===== config.mk =====
export PLATFORM = sky130hd
export DESIGN_NAME = mem_arbiter
export DESIGN_NICKNAME = d
export VERILOG_FILES = /design/src/rtl/mem_arbiter.sv
export SDC_FILE = /design/constraint.sdc
export NUM_CORES = 1
export LEC_CHECK = 0
export ABC_AREA = 1
export BUFFER_PORTS_ARGS = -buffer_cell sky130_fd_sc_hd__buf_2
export CELL_PAD_IN_SITES_DETAIL_PLACEMENT = 0
export CELL_PAD_IN_SITES_GLOBAL_PLACEMENT = 1
export CORE_MARGIN = 3
export CORE_UTILIZATION = 14
export CTS_CLUSTER_DIAMETER = 60
export DETAILED_ROUTE_END_ITERATION = 7
export GPL_ROUTABILITY_DRIVEN = 0
export PLACE_DENSITY_LB_ADDON = 0.1
export SETUP_SLACK_MARGIN = 0.2
export SYNTH_ARGS = -nofsm -noshare
export SYNTH_HDL_FRONTEND = slang
export SYNTH_SLANG_ARGS = --single-unit

===== constraint.sdc =====
create_clock -name clk -period 1.6 [get_ports clk]
set_input_delay 0.32 -clock clk [delete_from_list [all_inputs] [get_ports clk]]
set_output_delay 0.32 -clock clk [all_outputs]
set_load 0.02 [all_outputs]

===== src/rtl/mem_arbiter.sv =====
// Round-robin arbiter sharing one single-port memory between instruction fetch
// and load/store. One read outstanding at a time; read data returns MEM_LAT cycles after issue.
module mem_arbiter #(
  parameter int MEM_LAT = 1
) (
  input  logic        clk,
  input  logic        rst,
  input  logic        i_req,
  input  logic [31:0] i_addr,
  output logic        i_gnt,
  output logic        i_rvalid,
  output logic [31:0] i_rdata,
  input  logic        d_req,
  input  logic        d_we,
  input  logic [31:0] d_addr,
  input  logic [31:0] d_wdata,
  input  logic [3:0]  d_wstrb,
  output logic        d_gnt,
  output logic        d_rvalid,
  output logic [31:0] d_rdata,
  output logic        mem_en,
  output logic        mem_we,
  output logic [31:0] mem_addr,
  output logic [31:0] mem_wdata,
  output logic [3:0]  mem_wstrb,
  input  logic [31:0] mem_rdata,
  output logic        busy
);

  typedef enum logic {S_IDLE, S_WAIT} state_t;
  typedef enum logic {OWN_I, OWN_D} owner_t;

  localparam logic [2:0] LAT = 3'(MEM_LAT);

  state_t     r_state;
  owner_t     r_owner;
  owner_t     r_last_owner;
  logic [2:0] r_cnt;

  logic   w_resp;
  logic   w_eligible;
  logic   w_issue;
  owner_t w_winner;
  logic   w_read;

  // Outputs are forced low while rst is held so nothing leaks out before state clears.
  assign w_resp     = !rst && (r_state == S_WAIT) && (r_cnt == LAT);
  assign w_eligible = !rst && ((r_state == S_IDLE) || (r_cnt == LAT));
  assign w_issue    = w_eligible && (i_req || d_req);
  assign w_winner   = (d_req && (!i_req || r_last_owner == OWN_I)) ? OWN_D : OWN_I;
  assign w_read     = (w_winner == OWN_I) || !d_we;

  assign i_gnt    = w_issue && (w_winner == OWN_I);
  assign d_gnt    = w_issue && (w_winner == OWN_D);
  assign i_rvalid = w_resp && (r_owner == OWN_I);
  assign d_rvalid = w_resp && (r_owner == OWN_D);
  assign i_rdata  = mem_rdata;
  assign d_rdata  = mem_rdata;
  assign busy     = !rst && (r_state == S_WAIT);
  assign mem_en   = w_issue;

  // NOTE: every output gets a default first so no path through the block infers a latch.
  always_comb begin
    mem_we    = 1'b0;
    mem_addr  = '0;
    mem_wdata = '0;
    mem_wstrb = '0;
    if (i_gnt) begin
      mem_addr = i_addr;
    end else if (d_gnt) begin
      mem_we    = d_we;
      mem_addr  = d_addr;
      mem_wdata = d_wdata;
      mem_wstrb = d_we ? d_wstrb : 4'h0;
    end
  end

  // NOTE: state registers use non-blocking assignments so every flop samples pre-edge values.
  always_ff @(posedge clk) begin
    if (rst) begin
      r_state      <= S_IDLE;
      r_owner      <= OWN_I;
      r_last_owner <= OWN_I;
      r_cnt        <= '0;
    end else if (r_state == S_WAIT && r_cnt < LAT) begin
      r_cnt <= r_cnt + 3'd1;
    end else if (w_issue) begin
      r_last_owner <= w_winner;
      if (w_read) begin
        r_state <= S_WAIT;
        r_owner <= w_winner;
        r_cnt   <= 3'd1;
      end else begin
        // Stores complete at issue and never produce a response.
        r_state <= S_IDLE;
        r_cnt   <= '0;
      end
    end else begin
      r_state <= S_IDLE;
      r_cnt   <= '0;
    end
  end

endmodule


==> impl_metrics.tcl <==
set metrics [dict create \
    power.total_mw 1.91 \
    setup_viol 72 \
    crit_top_cell "nand2_2" \
    grt_max_degree 24 \
    layout.nets 570 \
    p_int_mw 1.06 \
    cts.clk_slew.worst_paths_ns 0.04 \
    dr.pass1.iters 4 \
    power_frac_seq_pct 10.5 \
    crit_required_ns 1.28 \
    antenna_found_initial 0 \
    clock_path_buffers 2 \
    post-route-period-util_pct 122 \
    vias 2059 \
    crit_arrival_ns 1.63 \
    seq_area_frac_synth_pct 7.79 \
    maxCapViolCount 0 \
    final_common_cell "buf_2" \
    powerDensity_nw_per_um2 567 \
    dpl.cell_count 555 \
    cts_tree "built" \
    drc 0 \
    switching_share_pct 44.4 \
    stdcell_area_um2 3360 \
    finalCriticalPeriod_ns 1.95 \
    place_area_um2 2630 \
    instances_no_fill 565 \
    core_um2 10500 \
    slew_headroom_pct 83.3 \
    finalHoldViolCount 0 \
    rows 37 \
    skew_ns 0.00352 \
    min_path_type "primary input to register" \
    syn_area_per_cell_um2 5.28 \
    synth_cells 292 \
    max_slew.worst_pin.slew_ns 0.250 \
    area_growth_pct 118 \
    violations "negative setup slack" \
    finalWirelength_mm 6.44 \
    p_clk_share_pct 12.2 \
    hold_ws_ns 0.404 \
    cp-end-kind "output pin" \
    layout_common_cells "buf_2 (106), nand2_1 (71), buf_6 (70)" \
    outcome "finished, violations left" \
    ant_nets 0 \
    tns_ns -20.88 \
    clock.fmax_mhz 514 \
    ctsHtreeMaxLevel 1 \
    cp_max_fo 23 \
    die_w_um 111 \
    rsz0062_at_grt "true" \
    hold_buffers 0 \
    cts_root_buf "clkbuf_8" \
    startpoint_type "register" \
    power_frac_comb_pct 77.3 \
    dp_worst_setup_slack_ns -0.210 \
    cp_cell_sequence "inv_2, ha_4, nand2_2, nand2_2, nand2_4, buf_12, nor2_4, buf_12, nand2_1, nand2_2, buf_4" \
    fp.dieH_um 111 \
    ys_seq_elements 6 \
    netlist_area_um2 1540 \
    initial_core_util_pct 14.7 \
    leakagePower_nw 1.79 \
    slowest_delay_ns 0.31 \
    hold_depth 3 \
    yosysWarnings 0 \
    yosysUniqueCellTypes 16 \
    n_antenna_cell 0 \
    clock_latency_ns 0.23 \
    worst_slack_ns -0.347 \
    p_sw_mw 0.847 \
    wl_per_cell_um 11.4 \
    cp_slowest_cell "dfxtp_2" \
    critPathKind "register to output pin" \
    dp_hpwl_mm 5.33 \
    post-route-util_pct 32.0 \
    num_io_pins 276 \
    dieArea_um2 12300 \
    drt_iter0_markers 43 \
    grt_pass1_vias 2138 \
    via_per_inst 3.64 \
    cts.sinks 6 \
    portBuffers 179 \
    grt_usage_pct 10.0 \
    r2r_cells 12 \
    syn-num-nets 431 \
    drv_slew 0 \
    drive_above_1_share_pct 69.7 \
    grt_first_pass_wirelength_mm 10.4 \
    cts-buffers-inserted 3 \
    ir_drop_v 0.000265 \
    reg2reg_slack_ns 0.17 \
    grt-ovfl-total 0 \
]
[Yosys cell counts]
| cell type | n | share of area (%) |
|---|---|---|
| a21oi_1 | 1 | 0.32 |
| buf_2 | 2 | 0.65 |
| buf_4 | 68 | 33 |
| buf_6 | 3 | 2.2 |
| dfxtp_1 | 6 | 7.8 |
| ha_1 | 2 | 1.6 |
| inv_1 | 44 | 11 |
| inv_2 | 2 | 0.49 |
| nand2_1 | 104 | 25 |
| nand2_2 | 2 | 0.81 |
| nand3_1 | 4 | 1.3 |
| nor2_1 | 42 | 10 |
| nor2_2 | 7 | 2.8 |
| nor2_4 | 2 | 1.5 |
| o21ai_0 | 2 | 0.65 |
| xnor2_1 | 1 | 0.57 |
[cell families after synthesis]
kind of cell,after synthesis,share of synthesized area [%]
AOI/OAI and AO/OA,3,0.973
DFF,6,7.79
xor gates and xnor gates,1,0.568
and+or+nand+nor,161,41.9
adders and majority gates,2,1.62
buffers and inverters,119,47.1
[what timing repair did]
action | in CTS | in global routing
endpoints found under the hold margin | 0 | 0
cloned | 2 | 0
resized for setup | 173 | 10
setup endpoints to repair | 74 | 76
pin swaps | 8 | 3
buffers inserted | 4 | 1
[critical path: cells and delay by family (launching register included)]
kind          cells  cell delay, ns
buf+inv           4            0.50
simple gates      6            0.46
flops             1            0.31
fa+ha+maj         1            0.13
[state kept, by name, indices dropped and copies added (netlist names)]
| signal | flops |
|---|---|
| r_owner | 1 |
| r_state | 1 |
| r_cnt | 3 |
| r_last_owner | 1 |
[power by group through the flow]
stage | combinational, mW | clock [mW] | sequential, mW
floorplan | 0.910 | 0 | 0.200
global placement | 1.13 | 0 | 0.201
detailed placement | 1.12 | 0 | 0.201
CTS | 1.46 | 0.239 | 0.201
global route | 1.59 | 0.254 | 0.204
finish | 1.47 | 0.232 | 0.200
[worst paths after layout]
| kind | start | to |
|---|---|---|
| worst min register to register | r_last_owner | r_last_owner |
| worst max register to register | r_cnt[1] | r_last_owner |
| worst min-delay path | rst | r_last_owner |
| worst max-delay path | r_cnt[1] | mem_addr[15] |
[routing by layer]
layer	vias up	track usage (%)	routed length (µm)
li1	1046	-	-
met1	890	10.5	2310
met2	117	19.4	3400
met3	6	3.49	680
met4	0	1.56	46
met5	-	0	0
[area by class of cell]
class | instances | area [µm²]
sequential | 6 | 123
fill | 1148 | 7150
clock buffer | 3 | 41.3
multi-input combinational | 167 | 1120
tap | 136 | 170
inverter | 46 | 199
timing repair buffer | 207 | 1710
(Power assumes the default switching activity.)
